## src/rtl/avr_irqctl_if.sv

```systemverilog
// Register bus and CPU interrupt handshake for the AVR-style interrupt controller.
interface avr_irqctl_if;
  logic [1:0] io_a;
  logic       io_re;
  logic       io_we;
  logic [7:0] io_di;
  logic [7:0] io_do;
  logic [7:0] irq_in;
  logic       cpu_irq;
  logic [2:0] cpu_vec;
  logic       cpu_ack;
  logic       cpu_reti;

  modport master (
    output io_a, io_re, io_we, io_di, irq_in, cpu_ack, cpu_reti,
    input  io_do, cpu_irq, cpu_vec
  );

  modport slave (
    input  io_a, io_re, io_we, io_di, irq_in, cpu_ack, cpu_reti,
    output io_do, cpu_irq, cpu_vec
  );
endinterface

```

## src/rtl/avr_irqctl.sv

```systemverilog
// Eight-line prioritised interrupt controller with edge/level modes and nested in-service tracking.
// state  | meaning
// S_IDLE | no request presented; picks lowest eligible line
// S_REQ  | cpu_vec presented to the CPU, waiting for ack or withdrawal
module avr_irqctl (
  input  logic        clk,
  input  logic        rst,
  avr_irqctl_if.slave bus
);
  typedef enum logic {S_IDLE = 1'b0, S_REQ = 1'b1} state_t;

  state_t     state, state_n;
  logic [2:0] vec, vec_n;
  logic [7:0] pend, mask, edge_mode, inserv, irq_q;
  logic [7:0] rise, raw, allow, eligible;
  logic [7:0] inserv_lo, ack_hot, reti_clr, pend_clr;
  logic [2:0] elig_idx;
  logic       any_elig, take;
  logic       wr_pend, wr_mask, wr_edge;

  assign wr_pend = bus.io_we && (bus.io_a == 2'd0);
  assign wr_mask = bus.io_we && (bus.io_a == 2'd1);
  assign wr_edge = bus.io_we && (bus.io_a == 2'd2);

  assign rise      = bus.irq_in & ~irq_q;
  assign raw       = (edge_mode & pend) | (~edge_mode & bus.irq_in);
  assign inserv_lo = inserv & (~inserv + 8'd1);
  // Bits strictly below the lowest in-service bit; all ones when nothing is in service.
  assign allow     = inserv_lo - 8'd1;
  assign eligible  = raw & mask & allow;
  assign any_elig  = |eligible;

  always_comb begin
    elig_idx = 3'd0;
    for (int i = 7; i >= 0; i--)
      if (eligible[i]) elig_idx = 3'(i);
  end

  always_comb begin
    state_n = state;
    vec_n   = vec;
    take    = 1'b0;
    case (state)
      S_IDLE: begin
        if (any_elig) begin
          state_n = S_REQ;
          vec_n   = elig_idx;
        end
      end
      S_REQ: begin
        if (bus.cpu_ack) begin
          take    = 1'b1;
          state_n = S_IDLE;
        end else if (!eligible[vec]) begin
          state_n = S_IDLE;
        end
      end
      default: state_n = S_IDLE;
    endcase
  end

  assign ack_hot  = take ? (8'd1 << vec) : 8'd0;
  assign reti_clr = bus.cpu_reti ? inserv_lo : 8'd0;
  assign pend_clr = (wr_pend ? bus.io_di : 8'd0) | (ack_hot & edge_mode);

  always_ff @(posedge clk or posedge rst) begin
    if (rst) begin
      state <= S_IDLE;
      vec   <= 3'd0;
    end else begin
      state <= state_n;
      vec   <= vec_n;
    end
  end

  // New edges override same-cycle clears from software or acknowledge.
  always_ff @(posedge clk or posedge rst) begin
    if (rst) begin
      pend      <= 8'h00;
      mask      <= 8'h00;
      edge_mode <= 8'h00;
      inserv    <= 8'h00;
      irq_q     <= 8'h00;
    end else begin
      pend   <= (pend & ~pend_clr) | (rise & edge_mode);
      inserv <= (inserv & ~reti_clr) | ack_hot;
      irq_q  <= bus.irq_in;
      if (wr_mask) mask      <= bus.io_di;
      if (wr_edge) edge_mode <= bus.io_di;
    end
  end

  always_comb begin
    bus.io_do = 8'h00;
    if (bus.io_re) begin
      case (bus.io_a)
        2'd0:    bus.io_do = pend;
        2'd1:    bus.io_do = mask;
        2'd2:    bus.io_do = edge_mode;
        default: bus.io_do = inserv;
      endcase
    end
  end

  assign bus.cpu_irq = (state == S_REQ);
  assign bus.cpu_vec = vec;
endmodule

```

## src/flat_wrapper.sv

```systemverilog
// flat-port wrapper written by rule: the top's interface ports become plain ports
module avr_irqctl_flat 
  (clk, rst, bus_io_a, bus_io_re, bus_io_we, bus_io_di, bus_irq_in, bus_cpu_ack, bus_cpu_reti, bus_io_do, bus_cpu_irq, bus_cpu_vec);
  avr_irqctl_if bus_i ();
  input  logic clk;
  input  logic rst;
  input wire logic [$bits(bus_i.io_a)-1:0] bus_io_a;
  input wire logic [$bits(bus_i.io_re)-1:0] bus_io_re;
  input wire logic [$bits(bus_i.io_we)-1:0] bus_io_we;
  input wire logic [$bits(bus_i.io_di)-1:0] bus_io_di;
  input wire logic [$bits(bus_i.irq_in)-1:0] bus_irq_in;
  input wire logic [$bits(bus_i.cpu_ack)-1:0] bus_cpu_ack;
  input wire logic [$bits(bus_i.cpu_reti)-1:0] bus_cpu_reti;
  output wire logic [$bits(bus_i.io_do)-1:0] bus_io_do;
  output wire logic [$bits(bus_i.cpu_irq)-1:0] bus_cpu_irq;
  output wire logic [$bits(bus_i.cpu_vec)-1:0] bus_cpu_vec;
  assign bus_i.io_a = bus_io_a;
  assign bus_i.io_re = bus_io_re;
  assign bus_i.io_we = bus_io_we;
  assign bus_i.io_di = bus_io_di;
  assign bus_i.irq_in = bus_irq_in;
  assign bus_i.cpu_ack = bus_cpu_ack;
  assign bus_i.cpu_reti = bus_cpu_reti;
  assign bus_io_do = bus_i.io_do;
  assign bus_cpu_irq = bus_i.cpu_irq;
  assign bus_cpu_vec = bus_i.cpu_vec;
  avr_irqctl u_core (.clk(clk), .rst(rst), .bus(bus_i));
endmodule
```

## config.mk

```make
export PLATFORM = sky130hd
export DESIGN_NAME = avr_irqctl_flat
export DESIGN_NICKNAME = d
export VERILOG_FILES = /design/src/rtl/avr_irqctl_if.sv /design/src/rtl/avr_irqctl.sv /design/src/flat_wrapper.sv
export SDC_FILE = /design/constraint.sdc
export NUM_CORES = 1
export LEC_CHECK = 0
export BUFFER_PORTS_ARGS = -buffer_cell sky130_fd_sc_hd__buf_4
export CAP_MARGIN = 20
export CORE_MARGIN = 3
export CORE_UTILIZATION = 52
export CTS_BUF_LIST = sky130_fd_sc_hd__clkbuf_8
export CTS_CLUSTER_DIAMETER = 100
export DETAILED_ROUTE_END_ITERATION = 10
export GPL_ROUTABILITY_DRIVEN = 0
export PLACE_DENSITY = 0.85
export SKIP_LAST_GASP = 1
export SYNTH_ARGS = -nofsm -noshare
export SYNTH_HDL_FRONTEND = slang
export SYNTH_SLANG_ARGS = --single-unit
```

## constraint.sdc

```tcl
create_clock -name clk -period 1.9 [get_ports clk]
set_input_delay 0.19 -clock clk [delete_from_list [all_inputs] [get_ports clk]]
set_output_delay 0.19 -clock clk [all_outputs]
set_load 0.01 [all_outputs]
```

==> summary.md <==
The worst-case IR drop observed on VDD is 0.000752 V. The count of flip-flops with a built-in enable after synthesis came out at 0. The H-tree depth reported by CTS was 2. CTS placed an instance of sky130_fd_sc_hd__clkbuf_8 at the clock tree root. The startpoint identified for the worst register-to-register timing path is u_core.edge_mode[7]$_DFFE_PP0P_. The total area inside the core boundary comes to 0.00420 mm2. The share of the yosys chip area belonging to registers was 0.466; the depth of the critical timing path with buffers and inverters included was 7. The count of endpoints failing setup in the final report is 0. The placed wire-length estimate after detailed placement is 3830 um.

The tools report the final-report max-slew violation count as 0. The worst path buffer plus inverter count is 2. Largest stage delay on the critical path: 0.54 ns. For the pin with the worst max-slew slack, the measured transition is 0.589 ns. The cell count after synthesis came out at 217. The critical path data arrival time was 2.09 ns; the final antenna diode count was 0. The setup check on the worst reg-to-reg path leaves a slack of 0.04 ns. The final layout contains routed wiring with a total length of 5580 um. The number of cells traversed by the worst register-to-register path came out at 5. Dividing the detail-routed wire length by the instance count gives 17.7 um. Clock-pin slew was measured on the worst setup and hold paths at 0.09 ns.

The run gives 1930 as the via count. After filler insertion, the fill cell instance count of the layout stands at 319. The tools report the type of element launching the critical path as a primary input. The worst hold slack after final layout is 0.0115 ns. The cell type group with the largest total delay on the critical path is buffers and inverters.

The setup path with the least slack is of type in2reg. The number of standard-cell rows in the floorplan is 23. The total die area was 0.00539 mm2; the cell area power density was 1310 mW/mm2. The count of cell types in the netlist is 38, and the fraction of final layout cells sized beyond drive strength 1 is 0.317. The worst path needs 1.88 ns of the cycle, external delays included. The average cell area after synthesis is 10.9 um2. Measured along the x axis, the die boundary spans 73.4 um. The endpoint identified for the worst register-to-register timing path is u_core.bus.cpu_vec[0]$_DFFE_PP0P_. The number of clock buffers added by TritonCTS is 5. The clock drives 44 sinks. Net count after synthesis: 241. TritonCTS built the clock tree. Standard cell with the maximum stage delay on the critical path: sky130_fd_sc_hd__dlygate4sd3_1. The run gives 0 as the initial antenna violation count. The first global-routing pass estimated 9320 um of wire.

The utilization after layout came out at 0.692. The logs give 0.0170 ns for the worst clock skew and 144 for the number of DRC violations after detailed-routing iteration 0. The share of flip-flops with an asynchronous set or reset was 1.00; the remaining antenna violation count was 0. The tools report the count of max-cap constraint violations as 0.

Timing would allow up to 531 MHz. The total grt overflow is 0. Counting flops and latches in the post-synthesis netlist gives 44.

The critical path capture point type is a register. The worst-case headroom to the max-slew limit was 0.606. The path class of the tightest hold or removal check is in2async. The flow ran to the end, and the final reports show no timing, DRC or antenna violations. Relative to the synthesized area, the layout overhead comes to 23.0%. In this run the cell area of the synthesized design comes to 0.00236 mm2.

Number of endpoints with negative hold slack in the final report: 0. In the layout the commonest cells are 44 x sky130_fd_sc_hd__dfrtp_1, 38 x sky130_fd_sc_hd__buf_4, 34 x sky130_fd_sc_hd__nand2_1. The die is 73.4 um tall. Number of global-route vias before repair: 1915. The final layout contains 288 nets. The largest fanout of any net on the critical path was 3; the number of top-level pins was 36. For the initial cell density of the core, the log shows 0.563. The number of vias per cell after detailed routing came out at 6.13. For the largest net degree at the start of global routing, the log shows 45. At the worst endpoint, the required time is 2.10 ns. The share of the cycle needed by the critical path after routing came out at 0.992. The number of warning messages in the yosys log was 0; the post-detailed-route DRC marker count was 0. Main flop type after synthesis: sky130_fd_sc_hd__dfrtp_1. The number of buffer cells added on primary ports came out at 35.

The clock passes through at most 2 buffers. For this design the static power due to leakage is 1.31 nW. The tools report the total track usage as 0.232. The first detailed-routing pass ran for 4 iterations. The commonest non-fill, non-tap cell in the layout was sky130_fd_sc_hd__dfrtp_1. The critical path goes through dlygate4sd3_1 -> buf_4 -> mux2_2 -> a32oi_2 -> o22ai_2 -> nor3_2 -> mux2_4. The later pin in the worst-skew pair is clocked with a latency of 0.31 ns.
report_power, final:
group          leakage (nW)  internal (mW)  switching [mW]
Clock                0.0614          0.430           0.329
Combinational         0.717          0.804           0.719
Sequential            0.529           1.18           0.347
Total                  1.31           2.42            1.40
metrics by stage:
stage | instance area (um2) | setup WS, ns | power (mW) | setup TNS [ns] | cells
after floorplan | 2360 | 0.199 | 2.48 | 0 | 217
after global placement | 2680 | 0.162 | 2.87 | 0 | 299
after detailed placement | 2680 | 0.0981 | 2.92 | 0 | 299
after CTS | 2870 | 0.0107 | 3.71 | 0 | 314
after global routing | 2910 | -0.00879 | 4.07 | -0.00879 | 315
final | 2910 | 0.0152 | 3.81 | 0 | 315
worst register-to-register path: stages (launching register included):
cell                      delay [ns]
sky130_fd_sc_hd__dfrtp_1        0.44
sky130_fd_sc_hd__mux2_2         0.39
sky130_fd_sc_hd__a32oi_2        0.25
sky130_fd_sc_hd__o22ai_2        0.11
sky130_fd_sc_hd__nor3_2         0.25
sky130_fd_sc_hd__mux2_4         0.32
registers in the layout (all words and copies together) (netlist names):
register            cells
u_core.edge_mode        8
u_core.inserv           8
u_core.irq_q            8
u_core.mask             8
u_core.pend             8
u_core.bus.cpu_vec      3
u_core.bus.cpu_irq      1
final cells by class:
type / instances / area, um2 / area share
Clock buffer: 6 / 82.6 / 0.0284
Clock inverter: 2 / 38.8 / 0.0133
Inverter: 6 / 22.5 / 0.00775
Multi-Input combinational cell: 162 / 1240 / 0.428
Sequential cell: 44 / 1100 / 0.379
Tap cell: 50 / 62.6 / 0.0215
Timing Repair Buffer: 45 / 355 / 0.122
kinds of logic after synthesis:
family / share of synthesized area
mux: 0.206
simple gates: 0.219
compound gates: 0.0905
buf+inv: 0.0185
flops: 0.466
synth_stat cells (2+ instances only):
library cell / number / share of area
sky130_fd_sc_hd__nand2_1: 34 / 0.054
sky130_fd_sc_hd__o22ai_1: 3 / 0.0079
sky130_fd_sc_hd__nor2_1: 9 / 0.014
sky130_fd_sc_hd__a21o_1: 4 / 0.013
sky130_fd_sc_hd__mux2i_1: 3 / 0.013
sky130_fd_sc_hd__a32oi_1: 2 / 0.0074
sky130_fd_sc_hd__dfrtp_1: 44 / 0.47
sky130_fd_sc_hd__buf_2: 2 / 0.0042
sky130_fd_sc_hd__nand2b_1: 3 / 0.0079
sky130_fd_sc_hd__inv_1: 6 / 0.0095
sky130_fd_sc_hd__and2_1: 8 / 0.021
sky130_fd_sc_hd__mux2_2: 18 / 0.086
sky130_fd_sc_hd__a21boi_0: 2 / 0.0064
sky130_fd_sc_hd__nor3_1: 6 / 0.013
sky130_fd_sc_hd__clkbuf_1: 3 / 0.0048
sky130_fd_sc_hd__o22a_1: 3 / 0.011
sky130_fd_sc_hd__nand3_1: 12 / 0.025
sky130_fd_sc_hd__o21ai_0: 8 / 0.017
sky130_fd_sc_hd__a21oi_1: 4 / 0.0085
sky130_fd_sc_hd__mux2_1: 5 / 0.024
sky130_fd_sc_hd__and3_1: 2 / 0.0053
sky130_fd_sc_hd__mux4_2: 7 / 0.067
sky130_fd_sc_hd__nand3b_1: 12 / 0.038
sky130_fd_sc_hd__nor3b_2: 3 / 0.016
worst max path at each step:
stage                                                from                           endpoint  slack, ns
after floorplan           u_core.edge_mode[2]$_DFFE_PP0P_  u_core.bus.cpu_vec[0]$_DFFE_PP0P_       0.20
after detailed placement  u_core.edge_mode[7]$_DFFE_PP0P_  u_core.bus.cpu_vec[0]$_DFFE_PP0P_        0.1
after global placement    u_core.edge_mode[2]$_DFFE_PP0P_  u_core.bus.cpu_vec[0]$_DFFE_PP0P_       0.16
after global routing                        bus_irq_in[7]  u_core.bus.cpu_vec[0]$_DFFE_PP0P_     -0.009
final                                       bus_irq_in[7]  u_core.bus.cpu_vec[0]$_DFFE_PP0P_       0.02
after CTS                                   bus_irq_in[7]  u_core.bus.cpu_vec[0]$_DFFE_PP0P_       0.01
repair_timing:
item / in CTS / in global routing
hold endpoints to repair: 7 / 0
gates resized for setup: 0 / 6
hold buffers: 7 / 0
setup buffers: 0 / 1
setup endpoints to repair: 0 / 1
metal layers:
| layer | vias up | share of wire | global-route usage |
|---|---|---|---|
| li1 | 886 | - | - |
| met3 | 15 | 0.090 | 0.0602 |
| met4 | 0 | 0.028 | 0.0986 |
| met2 | 85 | 0.47 | 0.352 |
| met1 | 944 | 0.41 | 0.316 |
| met5 | - | 0 | 0 |
(Power assumes the default switching activity.)
